===== src/rtl/varredura_tabuleiro_pkg.sv =====
// Shared definitions for the board scanner: FSM state codes, board size and
// small helpers used to evaluate a captured scan image.
package varredura_tabuleiro_pkg;

    localparam int TAM = 8;

    typedef enum logic [1:0] {
        PARADO  = 2'd0,
        DIRIGE  = 2'd1,
        AMOSTRA = 2'd2,
        AVALIA  = 2'd3
    } estado_t;

    // Saturating add of two 0/1/2+ counts (2 means "two or more").
    function automatic logic [1:0] soma_sat(input logic [1:0] a, input logic [1:0] b);
        logic [2:0] s;
        s = {1'b0, a} + {1'b0, b};
        return (s > 3'd2) ? 2'd2 : s[1:0];
    endfunction

    // Number of active squares on one row, saturated at 2.
    function automatic logic [1:0] conta_linha(input logic [TAM-1:0] v);
        logic [1:0] c;
        c = 2'd0;
        for (int i = 0; i < TAM; i++) begin
            if (v[i]) c = soma_sat(c, 2'd1);
        end
        return c;
    endfunction

    // Binary index of the lowest active column (only meaningful with one bit set).
    function automatic logic [2:0] codifica(input logic [TAM-1:0] v);
        logic [2:0] idx;
        idx = 3'd0;
        for (int i = TAM - 1; i >= 0; i--) begin
            if (v[i]) idx = 3'(i);
        end
        return idx;
    endfunction

endpackage


===== src/rtl/varredura_tabuleiro_contador_m.sv =====
// Settle timer: counts the drive cycles of one row. o_fim marks the last
// drive cycle, so drive plus the following sample cycle spans M cycles.
module contador_m #(
    parameter int M = 4
) (
    input  logic clock,
    input  logic rst_n,
    input  logic i_limpa,
    input  logic i_conta,
    output logic o_fim
);

    localparam int W = (M > 1) ? $clog2(M) : 1;

    logic [W-1:0] r_conta;

    // Count up while enabled, restart from zero whenever the row changes.
    always_ff @(posedge clock or negedge rst_n) begin
        if (!rst_n) begin
            r_conta <= '0;
        end else if (i_limpa) begin
            r_conta <= '0;
        end else if (i_conta) begin
            r_conta <= (r_conta == W'(M - 1)) ? '0 : r_conta + W'(1);
        end
    end

    assign o_fim = (r_conta == W'(M - 2));

endmodule


===== src/rtl/varredura_tabuleiro.sv =====
// 8x8 board scanner: drives one row at a time, samples the column lines,
// and after each full scan debounces a single occupied square into a move.
module varredura_tabuleiro
    import varredura_tabuleiro_pkg::*;
#(
    parameter int SETTLE   = 4,
    parameter int DEBOUNCE = 3
) (
    input  logic           clock,
    input  logic           reset,
    input  logic           habilita,
    input  logic [TAM-1:0] colunas_n,
    output logic [TAM-1:0] linhas_n,
    output logic [3:0]     jogadaLinha,
    output logic [3:0]     jogadaColuna,
    output logic           jogou,
    output logic           multiplo,
    output logic [2:0]     db_estado
);

    logic [1:0]     r_sync;
    logic           w_rst_n;
    estado_t        r_estado;
    estado_t        w_estado_next;
    logic [2:0]     r_linha;
    logic [TAM-1:0] r_imagem [TAM];
    logic           w_fim;
    logic           w_limpa;
    logic           w_conta;

    logic [1:0]     w_qtd_linha [TAM];
    logic [2:0]     w_col_linha [TAM];
    logic [1:0]     w_qtd;
    logic [2:0]     w_pos_lin;
    logic [2:0]     w_pos_col;

    logic           r_cand_valido;
    logic [2:0]     r_cand_lin;
    logic [2:0]     r_cand_col;
    logic [2:0]     r_estavel;
    logic [2:0]     w_estavel_novo;
    logic           w_aceita;
    logic           r_jogou;
    logic           r_multiplo;
    logic [2:0]     r_jog_lin;
    logic [2:0]     r_jog_col;

    // Reset asserts immediately but is released only after two clock edges.
    always_ff @(posedge clock or negedge reset) begin
        if (!reset) r_sync <= 2'b00;
        else        r_sync <= {r_sync[0], 1'b1};
    end

    assign w_rst_n = r_sync[1];

    assign w_limpa = (r_estado != DIRIGE);
    assign w_conta = (r_estado == DIRIGE);

    contador_m #(.M(SETTLE)) u_settle (
        .clock   (clock),
        .rst_n   (w_rst_n),
        .i_limpa (w_limpa),
        .i_conta (w_conta),
        .o_fim   (w_fim)
    );

    // FSM state register.
    always_ff @(posedge clock or negedge w_rst_n) begin
        if (!w_rst_n) r_estado <= PARADO;
        else          r_estado <= w_estado_next;
    end

    // Next state and row drive; a completed row 7 is always evaluated.
    always_comb begin
        w_estado_next = r_estado;
        linhas_n      = '1;
        case (r_estado)
            PARADO: begin
                if (habilita) w_estado_next = DIRIGE;
            end
            DIRIGE: begin
                linhas_n = ~(TAM'(1) << r_linha);
                if (w_fim) w_estado_next = AMOSTRA;
            end
            AMOSTRA: begin
                linhas_n = ~(TAM'(1) << r_linha);
                if (r_linha == 3'd7) w_estado_next = AVALIA;
                else if (habilita)   w_estado_next = DIRIGE;
                else                 w_estado_next = PARADO;
            end
            AVALIA: begin
                w_estado_next = habilita ? DIRIGE : PARADO;
            end
            default: w_estado_next = PARADO;
        endcase
    end

    // Row pointer: advance after each sample, restart at row 0 otherwise.
    always_ff @(posedge clock or negedge w_rst_n) begin
        if (!w_rst_n) begin
            r_linha <= 3'd0;
        end else if (r_estado == AMOSTRA) begin
            r_linha <= (w_estado_next == DIRIGE) ? r_linha + 3'd1 : 3'd0;
        end else if (r_estado != DIRIGE) begin
            r_linha <= 3'd0;
        end
    end

    // Scan image: capture the active columns of the sampled row; a halted
    // scan throws its partial image away.
    always_ff @(posedge clock or negedge w_rst_n) begin
        if (!w_rst_n) begin
            for (int i = 0; i < TAM; i++) r_imagem[i] <= '0;
        end else if (r_estado == PARADO) begin
            for (int i = 0; i < TAM; i++) r_imagem[i] <= '0;
        end else if (r_estado == AMOSTRA) begin
            r_imagem[r_linha] <= ~colunas_n;
        end
    end

    genvar gi;
    generate
        for (gi = 0; gi < TAM; gi++) begin : g_linha
            assign w_qtd_linha[gi] = conta_linha(r_imagem[gi]);
            assign w_col_linha[gi] = codifica(r_imagem[gi]);
        end
    endgenerate

    // Whole-board count (0, 1, 2+) and position of the active square.
    always_comb begin
        w_qtd     = 2'd0;
        w_pos_lin = 3'd0;
        w_pos_col = 3'd0;
        for (int i = 0; i < TAM; i++) begin
            if (w_qtd_linha[i] != 2'd0) begin
                w_qtd     = soma_sat(w_qtd, w_qtd_linha[i]);
                w_pos_lin = 3'(i);
                w_pos_col = w_col_linha[i];
            end
        end
    end

    // Debounce step: grow the stable count on a repeat, restart on a new square.
    always_comb begin
        w_estavel_novo = 3'd1;
        if (r_cand_valido && (r_cand_lin == w_pos_lin) && (r_cand_col == w_pos_col)) begin
            w_estavel_novo = (r_estavel >= 3'(DEBOUNCE)) ? 3'(DEBOUNCE) : r_estavel + 3'd1;
        end
        w_aceita = (r_estado == AVALIA) && (w_qtd == 2'd1) &&
                   (w_estavel_novo == 3'(DEBOUNCE)) && !r_jogou;
    end

    // Per-scan decision: candidate tracking, move acceptance and flags.
    always_ff @(posedge clock or negedge w_rst_n) begin
        if (!w_rst_n) begin
            r_cand_valido <= 1'b0;
            r_cand_lin    <= 3'd0;
            r_cand_col    <= 3'd0;
            r_estavel     <= 3'd0;
            r_jogou       <= 1'b0;
            r_multiplo    <= 1'b0;
            r_jog_lin     <= 3'd0;
            r_jog_col     <= 3'd0;
        end else if (r_estado == AVALIA) begin
            case (w_qtd)
                2'd0: begin
                    r_cand_valido <= 1'b0;
                    r_cand_lin    <= 3'd0;
                    r_cand_col    <= 3'd0;
                    r_estavel     <= 3'd0;
                    r_jogou       <= 1'b0;
                    r_multiplo    <= 1'b0;
                end
                2'd1: begin
                    r_cand_valido <= 1'b1;
                    r_cand_lin    <= w_pos_lin;
                    r_cand_col    <= w_pos_col;
                    r_estavel     <= w_estavel_novo;
                    r_multiplo    <= 1'b0;
                    if (w_aceita) begin
                        r_jogou   <= 1'b1;
                        r_jog_lin <= w_pos_lin;
                        r_jog_col <= w_pos_col;
                    end
                end
                default: begin
                    r_cand_valido <= 1'b0;
                    r_cand_lin    <= 3'd0;
                    r_cand_col    <= 3'd0;
                    r_estavel     <= 3'd0;
                    r_multiplo    <= 1'b1;
                end
            endcase
        end
    end

    assign jogadaLinha  = {1'b0, r_jog_lin};
    assign jogadaColuna = {1'b0, r_jog_col};
    assign jogou        = r_jogou;
    assign multiplo     = r_multiplo;
    assign db_estado    = {1'b0, r_estado};

endmodule


===== config.mk =====
export PLATFORM = sky130hd
export DESIGN_NAME = varredura_tabuleiro
export DESIGN_NICKNAME = d
export VERILOG_FILES = /design/src/rtl/varredura_tabuleiro_pkg.sv /design/src/rtl/varredura_tabuleiro_contador_m.sv /design/src/rtl/varredura_tabuleiro.sv
export SDC_FILE = /design/constraint.sdc
export NUM_CORES = 1
export LEC_CHECK = 0
export CAP_MARGIN = 15
export CELL_PAD_IN_SITES_DETAIL_PLACEMENT = 0
export CELL_PAD_IN_SITES_GLOBAL_PLACEMENT = 2
export CORE_ASPECT_RATIO = 0.75
export CORE_UTILIZATION = 41
export CTS_BUF_LIST = sky130_fd_sc_hd__clkbuf_4
export CTS_CLUSTER_DIAMETER = 30
export DETAILED_ROUTE_END_ITERATION = 6
export DONT_BUFFER_PORTS = 1
export HOLD_SLACK_MARGIN = 0.06
export PLACE_DENSITY = 0.82
export SYNTH_ARGS = -nofsm -noshare
export SYNTH_HDL_FRONTEND = slang
export SYNTH_SLANG_ARGS = --single-unit

===== constraint.sdc =====
create_clock -name clock -period 3.55 [get_ports clock]
set_clock_uncertainty 0.2 [all_clocks]
set_input_delay 0.71 -clock clock [delete_from_list [all_inputs] [get_ports clock]]
set_output_delay 0.71 -clock clock [all_outputs]
set_load 0.02 [all_outputs]

# == Word level (Yosys, flattened, before mapping) ==
# Index checks and enable logic that the tools add are counted.
# totals
word_cells,436
output_inout_bits,21
input_bits,11
ff_bits,91
# op_classes
n_lt_le_gt_ge,67
shifts,1
addsub,66
reduce_logical,25
n_eq_ne,13
n_bitwise,3
n_mux,241
# ops
operator,count
$mux W2,134
$mux W3,86
$gt A3 B2 Y1 const B,63
$add A2 B1 Y3 const B,56
$mux W64,2
$bwmux W64,1
$demux W8 S3,1
$reduce_bool A2 Y1,12
$add A2 B2 Y3,7
$mux W8,2
$not A8 Y8,2
$mux W1,13
$eq A2 B2 Y1 const B,4
$pmux W2 S4,1
$shl A1 B3 Y8 const A,1
$add A3 B1 Y3 const B,2
$eq A2 B1 Y1 const B,3
$eq A3 B3 Y1,2
$logic_and A1 B1 Y1,6
$reduce_and A3 Y1,2
$ge A4 B4 Y1 const B,1
$logic_not A2 Y1,2
$lt A4 B1 Y1 const B,1
$not A3 Y4,1
10 further kinds,11

# == Depth between registers and ports, before layout ==
# logic_depth
word_depth,66
depth_mapped,53
depth_no_buf,52

# == By module ==
# From an unflattened synthesis, not the netlist that was laid out.
# unflattened
cells_unflattened,902
area_unflattened_um2,7279.5
# by_module_without_submodules
mod,cells_each,seq_area_each_um2,instances,area_per_inst_um2
varredura_tabuleiro,892,2227.1,1,7165.6
contador_m,10,50.0,1,113.9

# == Worst setup path before layout ==
# Ideal clock, no wire load.
# synth_path
path_type,register to register
from,register r_imagem[56] in the netlist's numbering
to,register r_jog_col[2]
path_stages_with_launch,50
path_buffers,1
t_arrival_ps,9645
period_less_slack_ps,9970
path_slack_ps,-6420
setup_ps,125
required_time_ps,3225
cell_sequence,dfrtp_1 inv_1 ha_1 or4b_2 o221ai_1 a31oi_2 and3_1 ha_1 inv_1 fa_1 nand3_1 nor2_1 a41oi_2 inv_1 ha_1 inv_1 fa_1 a31oi_1 [14 not listed] inv_1 a21o_1 ha_1 inv_1 fa_1 nand3_1 a21oi_1 ha_1 inv_1 fa_1 nand2_1 nor3b_1 o31ai_1 o21a_1 buf_6 or3_4 nor4_4 mux2_4
# synth_via
elab_chain_len,65
word_cells_on_any_way,79
classes_between,add/sub (14); order compare (15); eq/ne (3); mux (41); reduce/logical (6)
# synth_lines
element,line_no,text
from (decl),varredura_tabuleiro.sv:26,logic [TAM-1:0] r_imagem [TAM];
"from (signal, indexed assignment)",varredura_tabuleiro.sv:117,r_imagem[r_linha] <= ~colunas_n;
$mux W1,varredura_tabuleiro_pkg.sv:26,"if (v[i]) c = soma_sat(c, 2'd1);"
$add A2 B1 Y3,varredura_tabuleiro_pkg.sv:17,"s = {1'b0, a} + {1'b0, b};"
$gt A3 B2 Y1,varredura_tabuleiro_pkg.sv:18,return (s > 3'd2) ? 2'd2 : s[1:0];
$mux W2,varredura_tabuleiro_pkg.sv:18,
$mux W2,varredura_tabuleiro_pkg.sv:26,
$add A2 B1 Y3,varredura_tabuleiro_pkg.sv:17,
$gt A3 B2 Y1,varredura_tabuleiro_pkg.sv:18,
$mux W2,varredura_tabuleiro_pkg.sv:18,
[48 not listed],--,
$add A2 B2 Y3,varredura_tabuleiro_pkg.sv:17,
$gt A3 B2 Y1,varredura_tabuleiro_pkg.sv:18,
$mux W2,varredura_tabuleiro_pkg.sv:18,
$mux W2,varredura_tabuleiro.sv:135,if (w_qtd_linha[i] != 2'd0) begin
$eq A2 B1 Y1,"varredura_tabuleiro.sv:149, varredura_tabuleiro.sv:165",
$logic_and A1 B1 Y1 (2 in a row),varredura_tabuleiro.sv:149,w_aceita = (r_estado == AVALIA) && (w_qtd == 2'd1) &&
$logic_and A1 B1 Y1,varredura_tabuleiro.sv:150,(w_estavel_novo == 3'(DEBOUNCE)) && !r_jogou;
$reduce_and A3 Y1 (no source line),--,
to (signal assigned),varredura_tabuleiro.sv:183,r_jog_col <= w_pos_col;
to (decl),varredura_tabuleiro.sv:46,logic [2:0] r_jog_col;
# Several ways; a longest one is shown, not always the timed one.
# A chain may end at the register's enable or synchronous reset.

# == Worst setup path after layout ==
# layout_path
from,register r_imagem[56] in the netlist's numbering
to,register r_jog_lin[2]
# layout_via
elab_chain_len,65
word_cells_on_any_way,79
classes_between,add/sub (14); order compare (15); eq/ne (3); mux (41); reduce/logical (6)
# layout_lines
element,line_no,text
$mux W1,varredura_tabuleiro_pkg.sv:26,
$add A2 B1 Y3,varredura_tabuleiro_pkg.sv:17,
$gt A3 B2 Y1,varredura_tabuleiro_pkg.sv:18,
$mux W2,varredura_tabuleiro_pkg.sv:18,
$mux W2,varredura_tabuleiro_pkg.sv:26,
$add A2 B1 Y3,varredura_tabuleiro_pkg.sv:17,
$gt A3 B2 Y1,varredura_tabuleiro_pkg.sv:18,
$mux W2,varredura_tabuleiro_pkg.sv:18,
[48 not listed],--,
$add A2 B2 Y3,varredura_tabuleiro_pkg.sv:17,
$gt A3 B2 Y1,varredura_tabuleiro_pkg.sv:18,
$mux W2,varredura_tabuleiro_pkg.sv:18,
$mux W2,varredura_tabuleiro.sv:135,
$eq A2 B1 Y1,"varredura_tabuleiro.sv:149, varredura_tabuleiro.sv:165",
$logic_and A1 B1 Y1 (2 in a row),varredura_tabuleiro.sv:149,
$logic_and A1 B1 Y1,varredura_tabuleiro.sv:150,
$reduce_and A3 Y1 (no source line) *,--,
to (signal assigned),varredura_tabuleiro.sv:182,r_jog_lin <= w_pos_lin;
to (decl),varredura_tabuleiro.sv:45,logic [2:0] r_jog_lin;
# Mark *: on every way between the ends. The rest lies on a longest branch, timed or not.

==> flow_metrics.py <==
metrics = {
    "grt": {
        "gr-total-overflow": 0,
        "grt_pass1_vias": 6834,
        "grt_use_total_pct": 26.1,
        "grt_max_degree": 53,
        "antenna_found_initial": 0,
        "grt_pass1_wl_mm": 35.5,
    },
    "sta": {
        "rsz0062_at_grt": "true",
        "fmax_mhz": 97.8,
        "slew_violations": 0,
        "hold_viol_final": 0,
        "fin_hold_ws_ns": 0.0860,
        "relSlewSlack_pct": 37.6,
        "setup-violations-final": 18,
        "tightest_slew_ns": 0.932,
        "finalCritPeriodShare_pct": 288,
        "final.min_clock_period_ns": 10.22,
        "worst_slack_ns": -6.67,
    },
    "logic_synthesis": {
        "synthArstFlopShare_pct": 100,
        "syn_avg_cell_area_sq_um": 8.11,
        "yosys_warnings": 0,
        "synth_area_sq_um": 7000,
        "ys.flop_type": "dfrtp_1",
        "synth_cell_type_count": 73,
        "synth_cells": 863,
        "synth_edf_count": 0,
        "yosysSeqAreaShare_pct": 32.5,
        "ys_seq_elements": 91,
    },
    "route": {
        "ant_nets": 0,
        "drc": 0,
        "drt-vias-per-instance": 5.54,
        "wire_per_inst_microns": 17.4,
        "drtPass1Iterations": 5,
        "num_vias": 7010,
        "first_iter_violations": 441,
        "wl_mm": 22.0,
    },
    "power": {
        "p_sw_share_pct": 42.4,
        "internal-power_mw": 3.10,
        "power.leakage_nw": 4.04,
        "p_comb_share_pct": 65.9,
        "p_clk_share_pct": 10.7,
        "p_sw_mw": 2.28,
        "ir_worst_vdd_mv": 0.482,
        "p_seq_share_pct": 23.4,
        "p_per_area_nw_per_um2": 591,
        "total_power_mw": 5.38,
    },
    "clock_tree": {
        "h-tree-depth": 3,
        "cts_sinks": 91,
        "cts_tree": "done",
        "ctsLongestPathBuffers": 2,
        "clkSlewWorstSetupHoldPaths_ns": 0.16,
        "cts_buffers": 9,
        "clock_latency_ns": 0.51,
        "cts_root_buffer": "clkbuf_4",
    },
    "floorplan": {
        "die_area_sq_um": 17600,
        "start_util_pct": 42.8,
        "rows": 40,
        "core_area_sq_um": 16400,
        "ios": 32,
        "die_h_microns": 115,
        "chipWidth_microns": 153,
    },
    "worst_setup_path": {
        "crit_fanout": 4,
        "path_buf_inv": 11,
        "cp.arrival_ns": 10.46,
        "cp.required_ns": 3.78,
        "crit_type": "reg -> reg",
        "crit_path_top_delay_cell": "fa_1",
        "slowest_delay_ns": 0.52,
        "end_kind": "flop",
        "crit_top_cell": "inv_2",
        "critPathTopFamily": "adder cells",
        "critPathLaunchType": "flop",
    },
    "cells_and_area": {
        "drive_above_1_share_pct": 29.6,
        "fin_nets": 1113,
        "area_growth_pct": 30.3,
        "diodes": 0,
        "fin_area_sq_um": 9120,
    },
    "flow_run": {
        "cap_violations": 0,
    },
    "placed_design": {
        "port-buffer-count": 0,
        "dpl.hpwl_mm": 16.1,
        "pre_cts_slack_ns": -6.70,
        "gp_congestion": 0.896,
        "placed_area_sq_um": 8660,
    },
    "outcome": {
        "failed_checks": "setup timing",
        "status": "finished, violations left",
    },
    "worst_hold_path": {
        "hold_class": "in -> reg",
    },
}
placed cells by master (no fill, tap or decap), types with 10 or more instances in the layout:
cell           netlist  routed
nor3_1              26      25
dlygate4sd3_1        0      13
nand3_1             20      18
buf_4                3     226
a21oi_1             45      42
ha_1                45      36
clkbuf_4             0      10
inv_1               66      57
o22ai_1             14      14
dfrtp_1             91      90
o21ai_0             32      29
nor2_1             155     154
mux2i_1             12      11
nand2_1             40      39
a211oi_1            71      71
worst paths after layout:
path                                           from  slack, ns                  endpoint  cells past startpoint
hold reg to reg                 r_sync[0]$_DFF_PN0_       0.18       r_sync[1]$_DFF_PN0_                      0
min in group asynchronous       r_sync[1]$_DFF_PN0_       0.21  r_imagem[63]$_DFFE_PN0P_                      1
setup reg to reg           r_imagem[56]$_DFFE_PN0P_      -6.67  r_jog_lin[2]$_DFFE_PN0P_                     50
hold / removal                         colunas_n[1]       0.09   r_imagem[1]$_DFFE_PN0P_                      1
setup / recovery           r_imagem[56]$_DFFE_PN0P_      -6.67  r_jog_lin[2]$_DFFE_PN0P_                     50
max in group asynchronous       r_sync[1]$_DFF_PN0_       1.75   r_imagem[3]$_DFFE_PN0P_                      1
stage by stage:
| stage | utilization, % | setup TNS [ns] | std cells |
|---|---|---|---|
| after global placement | 52.9 | -104.83 | 1224 |
| after detailed placement | 52.9 | -112.99 | 1224 |
| final | 55.7 | -112.38 | 1265 |
| after global routing | 55.7 | -119.92 | 1265 |
| after CTS | 54.7 | -109.44 | 1255 |
| after floorplan | - | -101.20 | 865 |
final cells by class:
class	count	area [sq um]
multi-input cells	643	4370
clock buffers	10	75.1
well taps	210	263
repair buffers	239	1830
inverters	66	248
fillers	1529	7250
clock inverters	6	48.8
flip-flops and latches	91	2280
kinds of logic (layout without fill, tap and decap cells):
family | after synthesis | in the layout | share of synthesized area (%)
multiplexers | 20 | 20 | 3.06
flip-flops | 91 | 91 | 32.5
AND/OR/NAND/NOR | 312 | 312 | 21.2
other | 2 | 4 | 0.107
buffers and inverters | 131 | 321 | 7.53
AO/OA/AOI/OAI | 245 | 245 | 24.2
XOR/XNOR | 6 | 6 | 0.751
adder cells (fa/ha/maj) | 56 | 56 | 10.6
layer usage:
layer / share of wire [%] / track usage, % / wire (microns) / vias up
met4: 0.89 / 6.20 / 196 / 0
met5: 0 / 0 / 0 / -
met1: 51 / 36.8 / 11100 / 3394
met3: 5.0 / 5.62 / 1100 / 14
li1: - / - / - / 3458
met2: 43 / 41.1 / 9550 / 144
sequential cells by signal, summed over array words and instances (netlist names):
| name | flops |
|---|---|
| r_imagem | 64 |
| multiplo | 1 |
| r_jog_lin | 3 |
| r_estavel | 3 |
| r_cand_lin | 3 |
| r_cand_valido | 1 |
| u_settle.r_conta | 2 |
| r_estado | 2 |
| r_cand_col | 3 |
| r_jog_col | 3 |
| r_linha | 3 |
| jogou | 1 |
| r_sync | 2 |
power groups by stage:
| stage | logic [mW] | clock network (mW) | registers, mW |
|---|---|---|---|
| 2_1_floorplan | 1.75 | 0 | 1.27 |
| 3_3_place_gp | 2.83 | 0 | 1.28 |
| 3_5_place_dp | 2.91 | 0 | 1.29 |
| 4_1_cts | 3.17 | 0.594 | 1.26 |
| 5_1_grt | 3.85 | 0.628 | 1.27 |
| 6_report | 3.55 | 0.577 | 1.26 |
cell usage after synthesis (6+ instances only):
library cell	number	area [sq um]
o22ai_1	14	87.6
or4_1	7	52.6
fa_1	7	140
xnor2_1	6	52.6
mux2i_1	12	120
o21ai_0	32	160
o21bai_1	9	67.6
nand2_1	40	150
clkbuf_1	45	169
a31oi_1	10	62.6
buf_2	7	35.0
o21a_1	8	60.1
nor4_1	9	56.3
buf_1	8	30.0
nand2b_1	7	43.8
or3_1	7	43.8
a211oi_1	71	533
a21oi_1	45	225
nand3_1	20	100
ha_1	45	563
mux2_2	7	78.8
inv_1	66	248
dfrtp_1	91	2280
o31ai_1	8	60.1
nor3_1	26	130
nor2_1	155	582
what timing repair did:
action,CTS,global route
setup endpoints to repair,18,18
resized for setup,7,28
endpoints found under the hold margin,65,1
pin swaps,3,8
buffers inserted,3,9
hold buffers,12,1
(Power assumes the default switching activity.)
